==> src/rtl/asic_readout_pkg.sv <==
// asic_readout_pkg: shared state encoding and word constants for the ASIC readout serializer.
package asic_readout_pkg;
    localparam int DATA_WIDTH = 16;
    localparam int GAP_CYCLES_DEFAULT = 4;
    localparam logic [DATA_WIDTH-1:0] UNDERFLOW_FILL = '0;
    typedef enum logic [2:0] {IDLE, PREFETCH, LOAD, SHIFT, GAP} state_t;
endpackage

==> src/rtl/asic_word_shifter.sv <==
// asic_word_shifter: 16-bit parallel-load, MSB-first shift register with a wrapping 4-bit bit counter.
module asic_word_shifter
    import asic_readout_pkg::*;
(
    input  logic                  clk,
    input  logic                  rst,
    input  logic                  load,
    input  logic                  shift,
    input  logic [DATA_WIDTH-1:0] din,
    output logic                  msb,
    output logic                  last_bit,
    output logic [3:0]            bit_count
);
    logic [DATA_WIDTH-1:0] sr;
    always_ff @(posedge clk) begin
        if (rst) begin
            sr        <= '0;
            bit_count <= '0;
        end else if (load) begin
            sr        <= din;
            bit_count <= '0;
        end else if (shift) begin
            sr        <= {sr[DATA_WIDTH-2:0], 1'b0};
            bit_count <= bit_count + 1'b1;
        end
    end
    assign msb      = sr[DATA_WIDTH-1];
    assign last_bit = bit_count == 4'hF;
endmodule

==> src/rtl/asic_readout_serializer.sv <==
// asic_readout_serializer: emulates the ASIC serial readout port, draining FIFO words MSB-first under active-low TransmitOn.
// ASIC_DOUT_INVERT_EN selects inverted line polarity with idle level 1; undefined gives true polarity with idle level 0.
module asic_readout_serializer
    import asic_readout_pkg::*;
#(
    parameter int COUNT_WIDTH = 12,
    parameter int GAP_CYCLES  = GAP_CYCLES_DEFAULT
) (
    input  logic                   ReadClk,
    input  logic                   reset,
    input  logic                   StartReadout,
    input  logic [COUNT_WIDTH-1:0] WordCount,
    input  logic [DATA_WIDTH-1:0]  InternalFifoData,
    input  logic                   InternalFifoEmpty,
    output logic                   InternalFifoReadEn,
    output logic                   AsicDout,
    output logic                   TransmitOn,
    output logic                   Busy,
    output logic                   TransmitDone,
    output logic                   Underflow
);
`ifdef ASIC_DOUT_INVERT_EN
    localparam logic INV = 1'b1;
`else
    localparam logic INV = 1'b0;
`endif
    localparam int GW = $clog2(GAP_CYCLES + 1);
    state_t                 state;
    logic [COUNT_WIDTH-1:0] words_left;
    logic [GW-1:0]          gap_cnt;
    logic                   fill_zero, req, load, msb, last_bit;
    logic [3:0]             bit_count;
    // Next-word fetch lands two cycles before the word boundary so the load is seamless.
    assign req = state == PREFETCH || (state == SHIFT && bit_count == 4'd14 && words_left > COUNT_WIDTH'(1));
    assign InternalFifoReadEn = req && !InternalFifoEmpty;
    assign load = state == LOAD || (state == SHIFT && last_bit && words_left != COUNT_WIDTH'(1));
    asic_word_shifter u_shifter (
        .clk       (ReadClk),
        .rst       (reset),
        .load      (load),
        .shift     (state == SHIFT),
        .din       (fill_zero ? UNDERFLOW_FILL : InternalFifoData),
        .msb       (msb),
        .last_bit  (last_bit),
        .bit_count (bit_count)
    );
    always_ff @(posedge ReadClk) begin
        if (reset) begin
            state        <= IDLE;
            words_left   <= '0;
            gap_cnt      <= '0;
            fill_zero    <= 1'b0;
            TransmitOn   <= 1'b1;
            AsicDout     <= INV;
            Busy         <= 1'b0;
            TransmitDone <= 1'b0;
            Underflow    <= 1'b0;
        end else begin
            // Line outputs are registered, so they trail the state by one cycle.
            TransmitOn   <= state != SHIFT;
            AsicDout     <= (state == SHIFT && msb) ^ INV;
            TransmitDone <= state == GAP && gap_cnt == '0;
            if (req) begin
                fill_zero <= InternalFifoEmpty;
                if (InternalFifoEmpty) Underflow <= 1'b1;
            end
            case (state)
                IDLE: if (StartReadout && WordCount != '0) begin
                    words_left <= WordCount;
                    Busy       <= 1'b1;
                    state      <= PREFETCH;
                end
                PREFETCH: state <= LOAD;
                LOAD:     state <= SHIFT;
                SHIFT: if (last_bit) begin
                    words_left <= words_left - 1'b1;
                    if (words_left == COUNT_WIDTH'(1)) begin
                        state   <= GAP;
                        gap_cnt <= '0;
                    end
                end
                GAP: begin
                    gap_cnt <= gap_cnt + 1'b1;
                    if (gap_cnt == GW'(GAP_CYCLES)) begin
                        state <= IDLE;
                        Busy  <= 1'b0;
                    end
                end
                default: state <= IDLE;
            endcase
        end
    end
endmodule

==> config.mk <==
export PLATFORM = sky130hd
export DESIGN_NAME = asic_readout_serializer
export DESIGN_NICKNAME = d
export VERILOG_FILES = /design/src/rtl/asic_readout_pkg.sv /design/src/rtl/asic_word_shifter.sv /design/src/rtl/asic_readout_serializer.sv
export SDC_FILE = /design/constraint.sdc
export NUM_CORES = 1
export LEC_CHECK = 0
export ABC_AREA = 1
export ABC_CLOCK_PERIOD_IN_PS = 3200
export CORE_UTILIZATION = 59
export DETAILED_ROUTE_END_ITERATION = 10
export GPL_ROUTABILITY_DRIVEN = 0
export MAX_ROUTING_LAYER = met4
export PLACE_DENSITY = 0.85
export SLEW_MARGIN = 40
export SYNTH_ARGS = -nofsm -noshare
export SYNTH_HDL_FRONTEND = slang
export SYNTH_SLANG_ARGS = --single-unit
==> constraint.sdc <==
create_clock -name ReadClk -period 3.2 [get_ports ReadClk]
set_clock_uncertainty 0.1 [all_clocks]
set_input_delay 0.32 -clock ReadClk [delete_from_list [all_inputs] [get_ports ReadClk]]
set_output_delay 0.32 -clock ReadClk [all_outputs]
set_load 0.03 [all_outputs]
==> metrics.txt, run 1 <==
library cells used by synthesis=31; root buffer selected by CTS=sky130_fd_sc_hd__clkbuf_8; Port Buffers=37; Critical Path Fanout Max=5; number of enable-type register cells in the synthesized netlist=0; number of core rows=24; total CTS buffers=5; pin slew with the least headroom to its limit=0.653 ns; ratio of cells with drive above 1 in the final layout=11.5%; average wire per standard cell=12.0 um; first-pass GRT wire length=10.2 mm; number of nets produced by synthesis=approximately 440; portion of the post-synthesis area used by sequential elements=32.8%; GRT Residual Overflow=0; # hold bufs at CTS=0; total die area=4820 um^2; upper clock frequency limit=364 MHz; async set-reset flop share out of synthesis=0%; number of clock sinks=44; Leak=~0.0015 uW; number of warnings issued by yosys=0; design area=3120 um^2; startpoint types=flip-flop; vias in the first global route=2,400; Reg clk slew, reported paths=0.08 ns; maximum vdd ir drop=0.477 mV; class of the tightest hold or removal check=reg2reg; deepest clock path buffer count=2; Final WS setup=0.452 ns; DRC=0; total global-route track usage=26.4%; required time of the critical path=2.78 ns; width of the die=69.4 um; starting density of the core=61.6%; detailed-routing iteration count for the pre-antenna-repair pass=5; Post-Place Setup Slack=between 0.8 and 0.9 ns; HPWL reported at the end of detailed placement=3.99 mm; total inserted antenna cells=0; pin count of the biggest net entering global routing=31; endpoints failing setup=0; CTS resizes=0; run status=finished clean; signed area change from the synthesized netlist to the final layout=16.2%; summed negative setup slack over all endpoints=0 ns; number of maximum-capacitance violations=0; multi-input gate area in the final layout=approximately 1500 um^2; type of destination of the critical path=output port; vias per cell=5.33; area inside the core boundary=4350 um^2; Placed Area=3020 um^2; final hold vios=0; number of fill cells in the layout=381; 1st-iter DRT viols=250; post-CTS setup repair buffer count=0; arrival time worst endpoint=around 2.3 ns; post-layout minimum cycle time=2.75 ns; mean area per synthesized cell=6.76 um^2; antenna violations before repair=0; post-route fraction of the period consumed by the critical path=about 86%; vias after detailed routing=2,554; Mapped Cells=397; worst slew margin relative to its limit=56.4%; clock tree from TritonCTS=done; power density over the cells=a little over 800 nW/um^2; storage element area=881 um^2; setup repair after global routing missed its margin=false; flip-flop and latch count after synthesis=44; Final Max Tran Viols=0; number of nets in the finished design=465; residual antenna-violating net count after detailed routing=0; synthesized cell area=between 2000 and 3000 um^2; R2R Setup Slk=1.28 ns; WS Path Type=reg2out; number of H-tree levels=2; num ports=38; Die Height=69.4 um; worst-skew pair later-pin latency=0.30 ns; total length of routed wires=~5.7 mm; most used flip-flop cell after synthesis=sky130_fd_sc_hd__dfxtp_1
registers in the layout, indices dropped and copies added (netlist names):
signal	flops
AsicDout	1
Busy	1
TransmitDone	1
TransmitOn	1
Underflow	1
fill_zero	1
gap_cnt	3
state	3
u_shifter.bit_count	4
u_shifter.sr	16
words_left	12
worst paths after layout:
path | start | endpoint | cells past startpoint
setup / recovery | words_left[0] | InternalFifoReadEn | 8
hold / removal | u_shifter.sr[15] | AsicDout | 2
setup reg to reg | state[1] | u_shifter.bit_count[2] | 5
hold reg to reg | u_shifter.sr[15] | AsicDout | 2
cell usage in the layout, fill, tap and decap left out, types with 7 or more instances in the layout:
master                             n
sky130_fd_sc_hd__nand3_2          17
sky130_fd_sc_hd__inv_1            55
sky130_fd_sc_hd__nand2_1          84
sky130_fd_sc_hd__o21ai_0          33
sky130_fd_sc_hd__clkdlybuf4s50_1  37
sky130_fd_sc_hd__nand3_1          51
sky130_fd_sc_hd__nor2_1           40
sky130_fd_sc_hd__a21oi_1          15
sky130_fd_sc_hd__clkbuf_8          7
sky130_fd_sc_hd__dfxtp_1          44
cells in the mapped netlist, types with 4 or more instances:
| cell | n | area share, % |
|---|---|---|
| sky130_fd_sc_hd__nand3_1 | 51 | 9.5 |
| sky130_fd_sc_hd__clkbuf_1 | 6 | 0.84 |
| sky130_fd_sc_hd__ha_1 | 6 | 2.8 |
| sky130_fd_sc_hd__o21ai_0 | 33 | 6.2 |
| sky130_fd_sc_hd__inv_1 | 55 | 7.7 |
| sky130_fd_sc_hd__or2_2 | 5 | 1.2 |
| sky130_fd_sc_hd__nand4_1 | 4 | 0.93 |
| sky130_fd_sc_hd__nor2_1 | 40 | 5.6 |
| sky130_fd_sc_hd__nand2_1 | 85 | 12 |
| sky130_fd_sc_hd__nand3_2 | 17 | 6.3 |
| sky130_fd_sc_hd__a21oi_1 | 15 | 2.8 |
| sky130_fd_sc_hd__dfxtp_1 | 44 | 33 |
| sky130_fd_sc_hd__inv_2 | 4 | 0.56 |
| sky130_fd_sc_hd__nor2_2 | 6 | 1.4 |
report_power, final:
part	switching, uW	internal [uW]
clock network	185	192
registers	143	738
logic	823	471
total	1150	1400
stage by stage:
stage | hold WS [ns] | total power [uW] | utilization, % | cells
6_report | 0.328 | 2550 | 71.6 | 479
5_1_grt | 0.355 | 2790 | 71.6 | 479
3_5_place_dp | 0.317 | 2160 | 69.4 | 472
3_3_place_gp | 0.316 | 2120 | 69.4 | 472
4_1_cts | 0.330 | 2550 | 71.6 | 479
2_1_floorplan | 0.305 | 1950 | - | 397
critical path, stage by stage (launching register included):
cell,delay [ns]
sky130_fd_sc_hd__dfxtp_1,0.37
sky130_fd_sc_hd__inv_1,0.10
sky130_fd_sc_hd__ha_1,0.26
sky130_fd_sc_hd__nand2_1,0.12
sky130_fd_sc_hd__inv_1,0.09
sky130_fd_sc_hd__nand3_1,0.09
sky130_fd_sc_hd__nand3_1,0.11
sky130_fd_sc_hd__a21oi_1,0.19
sky130_fd_sc_hd__clkdlybuf4s50_1,0.70
metal layers:
metal | GRT usage [%] | wire length, um | vias to the layer above
met3 | 4.65 | 271 | 4
met1 | 31.5 | 2670 | 1166
li1 | - | - | 1316
met4 | 7.71 | 29 | 0
met5 | - | 0 | -
met2 | 45.6 | 2750 | 68
kinds of logic (layout without fill, tap and decap cells):
| logic type | Yosys count | count (layout) | share of synthesized area (%) |
|---|---|---|---|
| flip-flops | 44 | 44 | 32.8 |
| AO/OA/AOI/OAI | 50 | 50 | 9.51 |
| adder cells (fa/ha/maj) | 6 | 6 | 2.80 |
| AND/OR/NAND/NOR | 219 | 219 | 41.4 |
| XOR/XNOR | 3 | 3 | 0.979 |
| buffers and inverters | 75 | 105 | 12.5 |
area by class of cell:
class,count,area share [%]
Clock buffer,7,3.09
Inverter,59,7.10
Multi-Input combinational cell,278,47.1
Sequential cell,44,28.2
Tap cell,52,2.09
Timing Repair Buffer,39,12.4
Power figures use the tool's default switching activity.
==> run 2, diff against run 1 <==
SETUP_SLACK_MARGIN = 0.4   (was unset)
==> metrics.txt, run 2 (synthesis gave the netlist of run 1 again) <==
family with the most delay on the worst path=buffers and inverters; Reg clk slew, reported paths=0.08 ns; DRC=0; startpoint types=flip-flop; commonest cells after routing, fill and taps aside=sky130_fd_sc_hd__nand2_1, sky130_fd_sc_hd__inv_1, sky130_fd_sc_hd__nand3_1, sky130_fd_sc_hd__dfxtp_1, sky130_fd_sc_hd__nor2_1; Critical Path, Cell by Cell=inv_1, ha_1, nand2_1, inv_1, nand3_1, nand3_1, a21oi_1, dlymetal6s2s_1; total inserted antenna cells=0; clock tree from TritonCTS=done; vias per cell=5.32; upper clock frequency limit=424 MHz; first-pass GRT wire length=10.2 mm; WS Path Type=reg2out; post-layout minimum cycle time=2.36 ns; summed negative setup slack over all endpoints=0 ns; setup repair after global routing missed its margin=false; maximum vdd ir drop=between 0.4 and 0.5 mV; antenna violations before repair=0; area inside the core boundary=roughly 4400 um^2; most common library cell in the layout ignoring fill and taps=sky130_fd_sc_hd__nand2_1; worst slew margin relative to its limit=~57%; total CTS buffers=5; Critical Path Fanout Max=5; final hold vios=0; power density over the cells=slightly above 800 nW/um^2; post-route fraction of the period consumed by the critical path=73.7%; Die Height=just under 70 um; Leak=0.00148 uW; number of fill cells in the layout=380; post-CTS setup repair buffer count=0; type of destination of the critical path=output port; Final Max Tran Viols=0; signed area change from the synthesized netlist to the final layout=16.3%; biggest regs=u_shifter.sr: 16 flops, words_left: 12 flops, u_shifter.bit_count: 4 flops; max incr delay on CP=between 0.3 and 0.4 ns; vias after detailed routing=around 2,500; detailed-routing iteration count for the pre-antenna-repair pass=5; average wire per standard cell=12.0 um; pin count of the biggest net entering global routing=31; arrival time worst endpoint=1.94 ns; Reg with most FFs=u_shifter.sr; number of core rows=24; vias in the first global route=2,400; worst-skew pair later-pin latency=roughly 0.3 ns; GRT Residual Overflow=0; final cell count without fillers=~480; total die area=4820 um^2; design area=3120 um^2; highest-delay cell along the critical path=sky130_fd_sc_hd__dfxtp_1; starting density of the core=61.6%; ratio of cells with drive above 1 in the final layout=11.5%; multi-input gate area in the final layout=1470 um^2; Port Buffers=37; Final WS setup=0.841 ns; storage element area=roughly 880 um^2; width of the die=69.4 um; number of H-tree levels=2; max FFs per register=16; deepest clock path buffer count=2; Final Power=2550 uW; Critical path buffers and inverters=3; residual antenna-violating net count after detailed routing=0; run status=finished clean; endpoints failing setup=0; Post-Place Setup Slack=0.825 ns; number of clock sinks=44; HPWL reported at the end of detailed placement=3.99 mm; pin slew with the least headroom to its limit=0.648 ns; total global-route track usage=26.4%; number of maximum-capacitance violations=0; 1st-iter DRT viols=242; Placed Area=3020 um^2; num ports=38; number of nets in the finished design=around 470; total length of routed wires=5.73 mm; root buffer selected by CTS=sky130_fd_sc_hd__clkbuf_8; total placed cells including tap cells=roughly 470; required time of the critical path=around 2.8 ns; class of the tightest hold or removal check=reg2reg
==> run 2: cell types whose count changed in the layout (fill, tap and decap cells not counted), sizes merged <==
cell           previous run  this run
clkdlybuf4s50            37        36
dlymetal6s2s              0         1
==> run 2: path summary, 6_finish.rpt <==
path / startpoint / end / slack (ns) / cells past startpoint
max: words_left[0] / InternalFifoReadEn / 0.84 / 8
min: u_shifter.sr[15] / AsicDout / 0.33 / 2
max reg2reg: state[1] / u_shifter.bit_count[2] / 1.27 / 5
min reg2reg: u_shifter.sr[15] / AsicDout / 0.33 / 2
==> run 2: per-stage QoR <==
stage / utilization [%] / hold slack, ns
6_report: 71.7 / 0.329
5_1_grt: 71.7 / 0.355
4_1_cts: 71.6 / 0.330
3_5_place_dp: 69.4 / 0.317
3_3_place_gp: 69.4 / 0.316
2_1_floorplan: - / 0.305
==> run 2: area by class of cell <==
cell class | instances | share of cell area [%]
tap | 52 | 2.08
clock buffer | 7 | 3.09
multi-input combinational | 278 | 47.1
timing repair buffer | 39 | 12.4
inverter | 59 | 7.09
sequential | 44 | 28.2
==> run 2: worst register-to-register path, stage by stage, from the launching register on <==
cell and delay, ns:
sky130_fd_sc_hd__dfxtp_1 0.42, sky130_fd_sc_hd__nand3_4 0.26, sky130_fd_sc_hd__inv_1 0.49, sky130_fd_sc_hd__nand2_1 0.14, sky130_fd_sc_hd__or2_2 0.31, sky130_fd_sc_hd__a21oi_1 0.14
==> run 2: timing repair <==
item / 4_1_cts / 5_1_grt
gates resized for setup: 0 / 1
endpoints found under the setup margin: 0 / 1
hold buffers: 0 / 0
==> run 2: metal layers <==
layer / GRT usage [%] / vias up / share of wire, %
met5: - / - / 0
met4: 7.71 / 0 / 0.84
met3: 4.65 / 6 / 4.9
met2: 45.6 / 75 / 48
li1: - / 1318 / -
met1: 31.5 / 1150 / 47
==> run 2: where the power goes <==
part | total, uW | switching, uW | internal (uW)
logic | 1290 | 824 | 470
registers | 880 | 143 | 738
clock network | 379 | 187 | 192
